[src/rtl/seq_divider_pkg.sv]
// Shared definitions for the multicycle signed divider: FSM state encoding and default width.
package seq_divider_pkg;

    typedef enum logic [1:0] {
        DIV_IDLE = 2'b00,
        DIV_RUN  = 2'b01,
        DIV_FIX  = 2'b10
    } div_state_t;

    localparam int DIV_WIDTH = 32;

endpackage

[src/rtl/seq_divider_step.sv]
// One restoring shift-and-subtract iteration on unsigned magnitudes (purely combinational).
module seq_divider_step
    import seq_divider_pkg::*;
#(
    parameter int WIDTH = DIV_WIDTH
) (
    input  logic [WIDTH-1:0] p,
    input  logic [WIDTH-1:0] q,
    input  logic [WIDTH-1:0] divisor,
    output logic [WIDTH-1:0] p_next,
    output logic [WIDTH-1:0] q_next
);

    logic [WIDTH:0] p_shift;
    logic [WIDTH:0] sub_b;
    logic [WIDTH:0] diff;
    logic           carry;
    logic           nonneg;

    assign p_shift = {p, q[WIDTH-1]};
    assign sub_b   = ~{1'b0, divisor};

    // Ripple-carry subtract: p_shift + ~divisor + 1, one extra bit so the sign is visible
    always_comb begin
        carry = 1'b1;
        diff  = '0;
        for (int i = 0; i <= WIDTH; i++) begin
            diff[i] = p_shift[i] ^ sub_b[i] ^ carry;
            carry   = (p_shift[i] & sub_b[i]) | (carry & (p_shift[i] ^ sub_b[i]));
        end
    end

    assign nonneg = ~diff[WIDTH];
    assign p_next = nonneg ? diff[WIDTH-1:0] : p_shift[WIDTH-1:0];
    assign q_next = {q[WIDTH-2:0], nonneg};

endmodule

[src/rtl/seq_divider.sv]
// Multicycle signed divider: magnitudes are divided one bit per cycle, signs restored at the end.
module seq_divider
    import seq_divider_pkg::*;
#(
    parameter int WIDTH = DIV_WIDTH
) (
    input  logic             clock,
    input  logic             reset,
    input  logic             ctrl_div,
    input  logic [WIDTH-1:0] operand_a,
    input  logic [WIDTH-1:0] operand_b,
    output logic [WIDTH-1:0] quotient,
    output logic [WIDTH-1:0] remainder,
    output logic             result_rdy,
    output logic             exception,
    output logic             busy
);

    localparam int CNT_W = $clog2(WIDTH);
    localparam logic [CNT_W-1:0] CNT_LAST = CNT_W'(WIDTH - 1);

    function automatic logic [WIDTH-1:0] apply_sign(input logic [WIDTH-1:0] mag,
                                                    input logic             neg);
        return neg ? ((~mag) + {{(WIDTH-1){1'b0}}, 1'b1}) : mag;
    endfunction

    // The most negative value maps to the unsigned 2^(WIDTH-1), so no overflow here
    function automatic logic [WIDTH-1:0] magnitude(input logic signed [WIDTH-1:0] v);
        return apply_sign($unsigned(v), v[WIDTH-1]);
    endfunction

    logic signed [WIDTH-1:0] a_s;
    logic signed [WIDTH-1:0] b_s;
    div_state_t              state;
    div_state_t              state_next;
    logic [CNT_W-1:0]        count;
    logic [WIDTH-1:0]        p_r;
    logic [WIDTH-1:0]        q_r;
    logic [WIDTH-1:0]        b_mag;
    logic                    sign_q;
    logic                    sign_r;
    logic [WIDTH-1:0]        p_next;
    logic [WIDTH-1:0]        q_next;
    logic                    div_zero;
    logic [WIDTH-1:0]        fix_quot_p1;
    logic [WIDTH-1:0]        fix_rem_p1;
    logic                    fix_exc_p1;
    logic                    vld_p1;

    assign a_s      = operand_a;
    assign b_s      = operand_b;
    assign div_zero = (b_mag == '0);

    seq_divider_step #(.WIDTH(WIDTH)) u_step (
        .p       (p_r),
        .q       (q_r),
        .divisor (b_mag),
        .p_next  (p_next),
        .q_next  (q_next)
    );

    always_ff @(posedge clock or posedge reset) begin
        if (reset) begin
            state <= DIV_IDLE;
        end else begin
            state <= state_next;
        end
    end

    // A new start always wins, which gives both abort-and-restart and start-during-FIX
    always_comb begin
        state_next = state;
        case (state)
            DIV_IDLE: if (ctrl_div) state_next = DIV_RUN;
            DIV_RUN: begin
                if (ctrl_div) begin
                    state_next = DIV_RUN;
                end else if (count == CNT_LAST) begin
                    state_next = DIV_FIX;
                end
            end
            DIV_FIX:  state_next = ctrl_div ? DIV_RUN : DIV_IDLE;
            default:  state_next = DIV_IDLE;
        endcase
    end

    always_ff @(posedge clock or posedge reset) begin
        if (reset) begin
            count  <= '0;
            vld_p1 <= 1'b0;
        end else begin
            vld_p1 <= (state == DIV_FIX);
            if (ctrl_div) begin
                count <= '0;
            end else if (state == DIV_RUN) begin
                count <= count + CNT_W'(1);
            end
        end
    end

    // Stage 0: operand load and iteration
    always_ff @(posedge clock) begin
        if (ctrl_div) begin
            p_r    <= '0;
            q_r    <= magnitude(a_s);
            b_mag  <= magnitude(b_s);
            sign_q <= a_s[WIDTH-1] ^ b_s[WIDTH-1];
            sign_r <= a_s[WIDTH-1];
        end else if (state == DIV_RUN) begin
            p_r <= p_next;
            q_r <= q_next;
        end
    end

    // Stage 1: sign restoration and divide-by-zero override
    always_ff @(posedge clock) begin
        if (state == DIV_FIX) begin
            fix_quot_p1 <= div_zero ? '0 : apply_sign(q_r, sign_q);
            fix_rem_p1  <= div_zero ? '0 : apply_sign(p_r, sign_r);
            fix_exc_p1  <= div_zero;
        end
    end

    // Stage 2: architectural outputs, held until the next result
    always_ff @(posedge clock or posedge reset) begin
        if (reset) begin
            quotient   <= '0;
            remainder  <= '0;
            exception  <= 1'b0;
            result_rdy <= 1'b0;
        end else begin
            result_rdy <= vld_p1;
            if (vld_p1) begin
                quotient  <= fix_quot_p1;
                remainder <= fix_rem_p1;
                exception <= fix_exc_p1;
            end else if (ctrl_div) begin
                exception <= 1'b0;
            end
        end
    end

    assign busy = (state != DIV_IDLE) | vld_p1;

endmodule

[config.mk]
export PLATFORM = sky130hd
export DESIGN_NAME = seq_divider
export DESIGN_NICKNAME = d
export VERILOG_FILES = /design/src/rtl/seq_divider_pkg.sv /design/src/rtl/seq_divider_step.sv /design/src/rtl/seq_divider.sv
export SDC_FILE = /design/constraint.sdc
export NUM_CORES = 1
export LEC_CHECK = 0
export ABC_AREA = 1
export BUFFER_PORTS_ARGS = -buffer_cell sky130_fd_sc_hd__buf_2
export CORE_ASPECT_RATIO = 0.8
export CORE_UTILIZATION = 30
export CTS_BUF_LIST = sky130_fd_sc_hd__clkbuf_8 sky130_fd_sc_hd__clkbuf_16
export CTS_CLUSTER_SIZE = 28
export DETAILED_ROUTE_END_ITERATION = 7
export GPL_ROUTABILITY_DRIVEN = 0
export PLACE_DENSITY = 0.53
export SLEW_MARGIN = 10
export SYNTH_ARGS = -nofsm -noshare
export SYNTH_HDL_FRONTEND = slang
export SYNTH_SLANG_ARGS = --single-unit
[constraint.sdc]
create_clock -name clock -period 20.5 [get_ports clock]
set_input_delay 4.1 -clock clock [delete_from_list [all_inputs] [get_ports clock]]
set_output_delay 4.1 -clock clock [all_outputs]
set_load 0.01 [all_outputs]
==> flow_summary_export.csv, run 1 <==
group,metric,value,unit
worst_setup_path,critPathSlowestCell,"inv_2",
placed_design,io_buffers,133,
drt,drtIter0Drc,962,
worst_setup_path,worst-path-stages,41,
worst_hold_path,hp-class,"flop to flop",
yosys,yosysTopAreaCell,"edfxtp_1",
yosys,synth.avg_cell_area,8.009,um2
clock_tree,post-cts-setup-buffers,0,
floorplanning,die_x,235.4,um
yosys,syn_nets,1737,
sta,hold_viol,0,
worst_setup_path,cp_common_cell,"fa_1",
clock_tree,cts_max_level,1,
sta,rsz0062_at_grt,"no",
yosys,synth-seq-area-share,0.4916,
yosys,synth-edff-count,131,
drt,via_per_inst,4.688,
pwr,power.density,75.98,nW/um2
clock_tree,worstSkewPairLatency,0.53,ns
yosys,async_flop_share,0.3122,
floorplanning,dieArea,44420,um2
yosys,synth_cells,1632,
final_layout,nets,1852,
worst_setup_path,end_kind,"flop",
sta,drv_slew,0,
worst_setup_path,required,20.89,ns
global_route,grt_use_total,0.1612,
drt,vias,10910,
placed_design,dp_hpwl,26.87,mm
clock_tree,cts_tree,"done",
worst_setup_path,crit_start,"q_r[31]",
pwr,p_leak,7.026,nW
drt,dr.pass1.iters,5,
worst_setup_path,arrival,14.49,ns
global_route,grt_max_degree,75,
worst_setup_path,critical-path-max-stage-delay,0.70,ns
final_layout,final_area,15030,um2
worst_setup_path,crit_type,"flop to flop",
floorplanning,core,43050,um2
clock_tree,cts-hold-fix-buffers,0,
global_route,grt_pass1_wl,57.97,mm
worst_setup_path,r2r_cells,41,
worst_hold_path,hold_path.startpoint,"fix_rem_p1[23]",
drt,ant_nets,0,
sta,fin_crit,14.11,ns
worst_setup_path,crit_path_start_kind,"flop",
sta,tightestPinTransition,1.063,ns
yosys,synth_seq_cells,237,
clock_tree,clockBufferDepth,3,
sta,setup_violations,0,
placed_design,place_area,14260,um2
global_route,grt_pass1_vias,10230,
clock_tree,clock-root-buffer,"clkbuf_16",
floorplanning,num_io_pins,134,
global_route,antenna_found_initial,4,
drt,wl,35.52,mm
sta,tns,0,ns
placed_design,dp.cells,2280,
yosys,synthDistinctLibCells,39,
clock_tree,cts.sinks,237,
floorplanning,initial_utilization,0.3036,
yosys,synth_area,13070,um2
sta,max_clock_freq,0.07089,GHz
worst_setup_path,critPathBufInv,4,
final_layout,final_common_cell,"nand2_1",
clock_tree,cts_buffers,25,
pwr,peakVddDrop,0.06448,mV
worst_setup_path,path_max_fanout,63,
sta,max_slew_margin,0.2911,
worst_hold_path,holdPathStages,2,
worst_setup_path,r2r_start,"q_r[31]",
final_layout,layout_common_cells,"nand2_1, nor2_1, buf_2",
drt,route.detailed.drc,0,
clock_tree,clk_pin_slew,0.06,ns
pwr,power,1.142,mW
run,drv_cap,0,
global_route,grt-ovfl-total,0,
final_layout,final_layout_size_suffix_gt1_frac,0.1200,
status,status,"finished, final reports clean",
yosys,synth_top_area_share,0.3009,
sta,postLayoutSetupSlackWorst,6.393,ns
yosys,synth_flop_cell,"edfxtp_1",
yosys,yosys-top-cells-area,"edfxtp_1, nand2_1, dfrtp_1, nor2_1, dfxtp_1",
clock_tree,cts_repair_resize_count,0,
drt,wl_per_cell,15.26,um
sta,finalClockSkew,0.02089,ns
worst_setup_path,cpLargestDelayFamily,"adder cells",
placed_design,pre_cts_ws,6.442,ns
floorplanning,die_h,188.7,um
final_layout,area_growth,15.02,%
sta,fin_crit_sh,0.6881,
floorplanning,rows,68,
yosys,yosysWarnings,0,
final_layout,fin_cells,2327,
## final timing paths
path	slack, ns	end
worst min register to register	0.44	remainder[23]
worst min-delay path	0.44	remainder[23]
min in group asynchronous	3.90	remainder[25]
max in group asynchronous	15.92	vld_p1
worst max register to register	6.39	p_r[27]
worst max-delay path	6.39	p_r[27]
## cells in the mapped netlist, types with 8 or more instances
cell type and n:
a21oi_1 43, buf_2 26, clkbuf_1 20, dfrtp_1 74, dfxtp_1 32, edfxtp_1 131, fa_1 31, inv_1 124
nand2_1 553, nand3_1 107, nand4_1 21, nor2_1 243, nor2_2 9, o21ai_0 84, o22ai_1 33, xnor2_1 8
xor2_1 31
## per-layer routing
metal	share of wire	vias to the layer above	track usage	wire length, um
met4	0.011	6	0.02715	374
met3	0.062	32	0.02403	2208
met1	0.55	5052	0.2681	19520
met5	0.0012	-	0	41
li1	-	5525	-	-
met2	0.38	294	0.2151	13370
## state kept, by name (all words and copies together) (netlist names)
signal,flops
b_mag,32
fix_quot_p1,32
fix_rem_p1,32
p_r,32
q_r,32
quotient,32
remainder,32
count,5
state,2
exception,1
fix_exc_p1,1
result_rdy,1
sign_q,1
sign_r,1
vld_p1,1
## report_power, final
part | internal [mW] | total [mW] | switching [mW]
clock network | 0.242 | 0.428 | 0.186
logic | 0.0540 | 0.161 | 0.108
registers | 0.532 | 0.552 | 0.0207
total | 0.828 | 1.14 | 0.315
## cells by family after synthesis
kind of cell             count (synthesis)  synth area share
flip-flops                             237            0.4916
adder cells (fa/ha/maj)                 38           0.05418
XOR/XNOR                                39           0.02613
AO/OA/AOI/OAI                          171           0.06978
buffers and inverters                  183           0.05619
AND/OR/NAND/NOR                        964            0.3021
## area by class of cell
| type | instances | area (um2) |
|---|---|---|
| repair buffers | 140 | 718.2 |
| flip-flops and latches | 237 | 6427 |
| fillers | 4535 | 28020 |
| well taps | 560 | 700.7 |
| clock inverters | 20 | 122.6 |
| diodes | 1 | 2.502 |
| inverters | 131 | 491.7 |
| clock buffers | 26 | 650.6 |
| multi-input cells | 1212 | 5921 |
## stage by stage
| step | utilization | hold slack (ns) |
|---|---|---|
| after floorplan | - | 0.3905 |
| after global placement | 0.3312 | 0.4305 |
| after detailed placement | 0.3312 | 0.4276 |
| after CTS | 0.3492 | 0.4266 |
| after global routing | 0.3492 | 0.4587 |
| final | 0.3492 | 0.4368 |
## worst reg2reg max path: cells and delay by family, from the launching register on
kind,cells,cell delay (ns)
buffers and inverters,4,0.93
AOI/OAI and AO/OA,1,0.09
DFF,1,0.35
and+or+nand+nor,4,0.44
adders and majority gates,32,12.16
(Power assumes the default switching activity.)
==> inputs of run 2 (changes only) <==
==> constraint.sdc (replaced) <==
create_clock -name clock -period 13.6 [get_ports clock]
set_input_delay 2.72 -clock clock [delete_from_list [all_inputs] [get_ports clock]]
set_output_delay 2.72 -clock clock [all_outputs]
set_load 0.01 [all_outputs]
==> flow_summary_export.csv, run 2 (same netlist as run 1, synthesis figures left out) <==
group,metric,value,unit
worst_setup_path,cp_common_cell,"fa_1",
floorplanning,die_h,188.7,um
pwr,power,1.811,mW
placed_design,dp_hpwl,26.68,mm
global_route,grt_use_total,0.1603,
final_layout,fin_cells,2336,
sta,finalClockSkew,0.03256,ns
global_route,grt_max_degree,75,
sta,drv_slew,0,
drt,drtIter0Drc,957,
clock_tree,clock-root-buffer,"clkbuf_16",
worst_setup_path,r2r-end,"p_r[16]",
clock_tree,worstSkewPairLatency,0.54,ns
drt,ant_nets,0,
worst_setup_path,path_max_fanout,13,
worst_setup_path,critical-path-max-stage-delay,0.40,ns
placed_design,place_area,14320,um2
sta,holdWs,0.4438,ns
run,drv_cap,0,
sta,fin_crit,13.10,ns
global_route,grt_pass1_wl,57.85,mm
worst_setup_path,ff2ff_setup_slack,0.50,ns
worst_hold_path,hold_path.startpoint,"fix_quot_p1[18]",
floorplanning,core,43050,um2
final_layout,nets,1860,
pwr,power.density,118.7,nW/um2
status,status,"finished, final reports clean",
sta,setup_violations,0,
worst_setup_path,r2r_start,"q_r[31]",
placed_design,io_buffers,133,
drt,wl_per_cell,15.14,um
drt,dr.pass1.iters,5,
drt,wl,35.36,mm
drt,vias,10820,
pwr,p_leak,7.108,nW
sta,max_clock_freq,0.07636,GHz
clock_tree,cts_max_level,1,
sta,rsz0062_at_grt,"no",
worst_setup_path,crit_path_start_kind,"flop",
worst_setup_path,arrival,13.49,ns
drt,via_per_inst,4.632,
clock_tree,cts_buffers,27,
clock_tree,clockBufferDepth,3,
final_layout,finish.utilization,0.3543,
worst_hold_path,whs_endpoint,"quotient[18]",
clock_tree,cts.sinks,237,
floorplanning,rows,68,
clock_tree,cts-hold-fix-buffers,0,
sta,max_slew_margin,0.3347,
placed_design,dp.cells,2286,
clock_tree,cts_tree,"done",
global_route,grt_pass1_vias,10360,
final_layout,final_layout_size_suffix_gt1_frac,0.1334,
final_layout,layout_common_cells,"nand2_1, nor2_1, buf_2",
clock_tree,clk_pin_slew,0.06,ns
sta,hold_viol,0,
global_route,grt-ovfl-total,0,
worst_setup_path,required,13.99,ns
sta,fin_crit_sh,0.9630,
final_layout,final_area,15250,um2
final_layout,n_fill_cell,4547,
final_layout,area_growth,16.69,%
floorplanning,initial_utilization,0.3036,
worst_setup_path,crit_type,"flop to flop",
floorplanning,num_io_pins,134,
final_layout,final_common_cell,"nand2_1",
clock_tree,post-cts-setup-buffers,0,
worst_setup_path,r2r_cells,41,
global_route,antenna_found_initial,3,
pwr,peakVddDrop,0.06908,mV
sta,tightestPinTransition,0.9919,ns
floorplanning,die_x,235.4,um
final_layout,diodes,0,
worst_hold_path,hp-class,"flop to flop",
worst_setup_path,end_kind,"flop",
floorplanning,dieArea,44420,um2
worst_hold_path,holdPathStages,2,
drt,route.detailed.drc,0,
worst_setup_path,critPathSlowestCell,"fa_2",
[run 2: worst max path at each step]
stage	startpoint	to	slack [ns]
global placement	q_r[31]	p_r[0]	0.17
CTS	b_mag[0]	p_r[16]	0.03
detailed placement	b_mag[0]	p_r[16]	-0.12
floorplan	q_r[31]	p_r[29]	0.52
global route	q_r[31]	p_r[11]	0.02
finish	q_r[31]	p_r[16]	0.50
[run 2: power by group]
group          leakage, nW  internal, mW  switching (mW)
sequential            2.56         0.802          0.0326
clock                0.453         0.440           0.289
combinational         4.10        0.0846           0.162
[run 2: cell type report]
| cell class | count | area [um2] | share of cell area |
|---|---|---|---|
| sequential | 237 | 6427 | 0.4214 |
| inverter | 131 | 494.2 | 0.03240 |
| timing repair buffer | 146 | 775.7 | 0.05086 |
| multi-input combinational | 1212 | 5961 | 0.3908 |
| tap | 560 | 700.7 | 0.04594 |
| clock inverter | 22 | 205.2 | 0.01345 |
| clock buffer | 28 | 689.4 | 0.04520 |
[run 2: stage by stage]
step	setup TNS, ns	setup WS [ns]
floorplan	0	0.5243
global placement	0	0.1694
detailed placement	-2.673	-0.1240
CTS	0	0.02947
global route	0	0.01857
finish	0	0.5037
[run 2: worst max-delay path: cells and delay by family, from the launching register on]
| kind | cells | cell delay (ns) |
|---|---|---|
| flip-flops | 1 | 0.35 |
| AND/OR/NAND/NOR | 3 | 0.53 |
| adder cells (fa/ha/maj) | 32 | 11.55 |
| buffers and inverters | 5 | 0.43 |
| AO/OA/AOI/OAI | 1 | 0.09 |
[run 2: what timing repair did]
| action | CTS | global route |
|---|---|---|
| endpoints found under the hold margin | 0 | 0 |
| pin swaps | 0 | 2 |
| setup endpoints to repair | 29 | 33 |
| resized for setup | 3 | 14 |
[run 2: routing by layer]
metal | wire [um] | part of all wire | vias to the layer above | global-route usage
met5 | 22 | 0.00062 | - | 0
met4 | 414 | 0.012 | 4 | 0.02539
met3 | 1918 | 0.054 | 34 | 0.01978
met2 | 13120 | 0.37 | 299 | 0.2131
met1 | 19880 | 0.56 | 4949 | 0.2701
li1 | - | - | 5534 | -
==> inputs of run 3 (changes only) <==
==> constraint.sdc (replaced) <==
create_clock -name clock -period 14.9 [get_ports clock]
set_input_delay 2.98 -clock clock [delete_from_list [all_inputs] [get_ports clock]]
set_output_delay 2.98 -clock clock [all_outputs]
set_load 0.01 [all_outputs]
==> flow_summary_export.csv, run 3 (same netlist as run 1, synthesis figures left out) <==
group,metric,value,unit
worst_setup_path,r2r-end,"p_r[28]",
final_layout,layout_common_cells,"nand2_1, nor2_1, buf_2",
sta,hold_viol,0,
clock_tree,cts_repair_resize_count,0,
run,drv_cap,0,
worst_setup_path,required,15.30,ns
worst_setup_path,ff2ff_setup_slack,0.84,ns
clock_tree,cts.sinks,237,
sta,max_clock_freq,0.07111,GHz
drt,route.detailed.drc,0,
final_layout,final_common_cell,"nand2_1",
global_route,grt_pass1_wl,57.95,mm
sta,tns,0,ns
placed_design,dp.cells,2280,
floorplanning,die_h,188.7,um
sta,postLayoutSetupSlackWorst,0.8377,ns
global_route,grt-ovfl-total,0,
final_layout,fin_cells,2330,
sta,fin_crit,14.06,ns
pwr,power,1.641,mW
final_layout,area_growth,15.83,%
worst_hold_path,hp-class,"flop to flop",
worst_hold_path,whs_endpoint,"quotient[17]",
drt,via_per_inst,4.677,
sta,rsz0062_at_grt,"no",
sta,tightestPinTransition,1.044,ns
pwr,p_leak,7.059,nW
drt,dr.pass1.iters,5,
clock_tree,clockBufferDepth,3,
sta,finalClockSkew,0.02719,ns
clock_tree,cts_tree,"done",
pwr,power.density,108.4,nW/um2
drt,drtIter0Drc,1103,
pwr,peakVddDrop,0.06438,mV
worst_setup_path,r2r_cells,41,
worst_setup_path,arrival,14.46,ns
worst_hold_path,hold_path.startpoint,"fix_quot_p1[17]",
drt,wl,35.62,mm
clock_tree,clock-root-buffer,"clkbuf_16",
floorplanning,die_x,235.4,um
sta,fin_crit_sh,0.9438,
global_route,grt_pass1_vias,10410,
worst_hold_path,holdPathStages,2,
sta,setup_violations,0,
worst_setup_path,cpLargestDelayFamily,"adder cells",
status,status,"finished, final reports clean",
floorplanning,dieArea,44420,um2
drt,vias,10900,
clock_tree,post-cts-setup-buffers,0,
placed_design,io_buffers,133,
worst_setup_path,path_max_fanout,63,
clock_tree,cts_max_level,1,
worst_setup_path,critPathSlowestCell,"inv_2",
clock_tree,worstSkewPairLatency,0.54,ns
clock_tree,clk_pin_slew,0.07,ns
worst_setup_path,end_kind,"flop",
floorplanning,initial_utilization,0.3036,
worst_setup_path,crit_type,"flop to flop",
worst_setup_path,crit_path_start_kind,"flop",
final_layout,final_layout_size_suffix_gt1_frac,0.1228,
clock_tree,cts-hold-fix-buffers,0,
placed_design,dp_hpwl,26.88,mm
worst_setup_path,critPathBufInv,4,
global_route,grt_max_degree,75,
sta,max_slew_margin,0.3042,
clock_tree,cts_buffers,26,
floorplanning,num_io_pins,134,
drt,wl_per_cell,15.29,um
global_route,grt_use_total,0.1606,
sta,drv_slew,0,
placed_design,pre_cts_ws,0.8543,ns
worst_setup_path,cp_common_cell,"fa_1",
worst_setup_path,r2r_start,"q_r[31]",
global_route,antenna_found_initial,4,
floorplanning,core,43050,um2
drt,ant_nets,0,
worst_setup_path,critical-path-max-stage-delay,0.70,ns
floorplanning,rows,68,
final_layout,nets,1853,
-- run 3: power by group --
group / internal, mW / switching [mW] / total, mW / leakage (nW)
sequential: 0.732 / 0.0286 / 0.760 / 2.56
clock: 0.396 / 0.262 / 0.658 / 0.438
combinational: 0.0747 / 0.148 / 0.223 / 4.06
total: 1.20 / 0.439 / 1.64 / 7.06
-- run 3: final cells by class --
class                      instances  area (um2)
antenna                            3       7.507
clock buffer                      27       675.6
clock inverter                    20       198.9
fill                            4518       27910
inverter                         131       491.7
multi-input combinational       1212        5921
sequential                       237        6427
tap                              560       700.7
timing repair buffer             140       718.2
-- run 3: tightest hold or removal path: stages (launching register included) --
cell,delay [ns]
edfxtp_1,0.32
nand2_1,0.05
nand2_1,0.05
-- run 3: metrics by stage --
stage | area [um2] | hold WS (ns) | utilization
after floorplan | 13070 | 0.3905 | -
after global placement | 14260 | 0.4309 | 0.3312
after detailed placement | 14260 | 0.4316 | 0.3312
after CTS | 15130 | 0.4423 | 0.3515
after global routing | 15140 | 0.4660 | 0.3516
final | 15140 | 0.4429 | 0.3517
-- run 3: worst max-delay path by stage --
| stage | startpoint | end | slack [ns] | depth (start not counted) |
|---|---|---|---|---|
| 6_report | q_r[31] | p_r[28] | 0.84 | 41 |
| 5_1_grt | q_r[31] | p_r[4] | 0.27 | 41 |
| 4_1_cts | q_r[31] | p_r[28] | 0.86 | 41 |
| 3_5_place_dp | q_r[31] | p_r[28] | 0.85 | 41 |
| 3_3_place_gp | q_r[31] | p_r[1] | 1.14 | 41 |
| 2_1_floorplan | q_r[31] | p_r[29] | 1.82 | 41 |
-- run 3: layer usage --
layer  wire, um  share of wire  up-vias  track usage
met1      19790           0.56     5039       0.2659
met4        524          0.015        4      0.03117
li1           -              -     5526            -
met5         22        0.00062        -            0
met3       2050          0.058       41      0.02344
met2      13230           0.37      288       0.2142
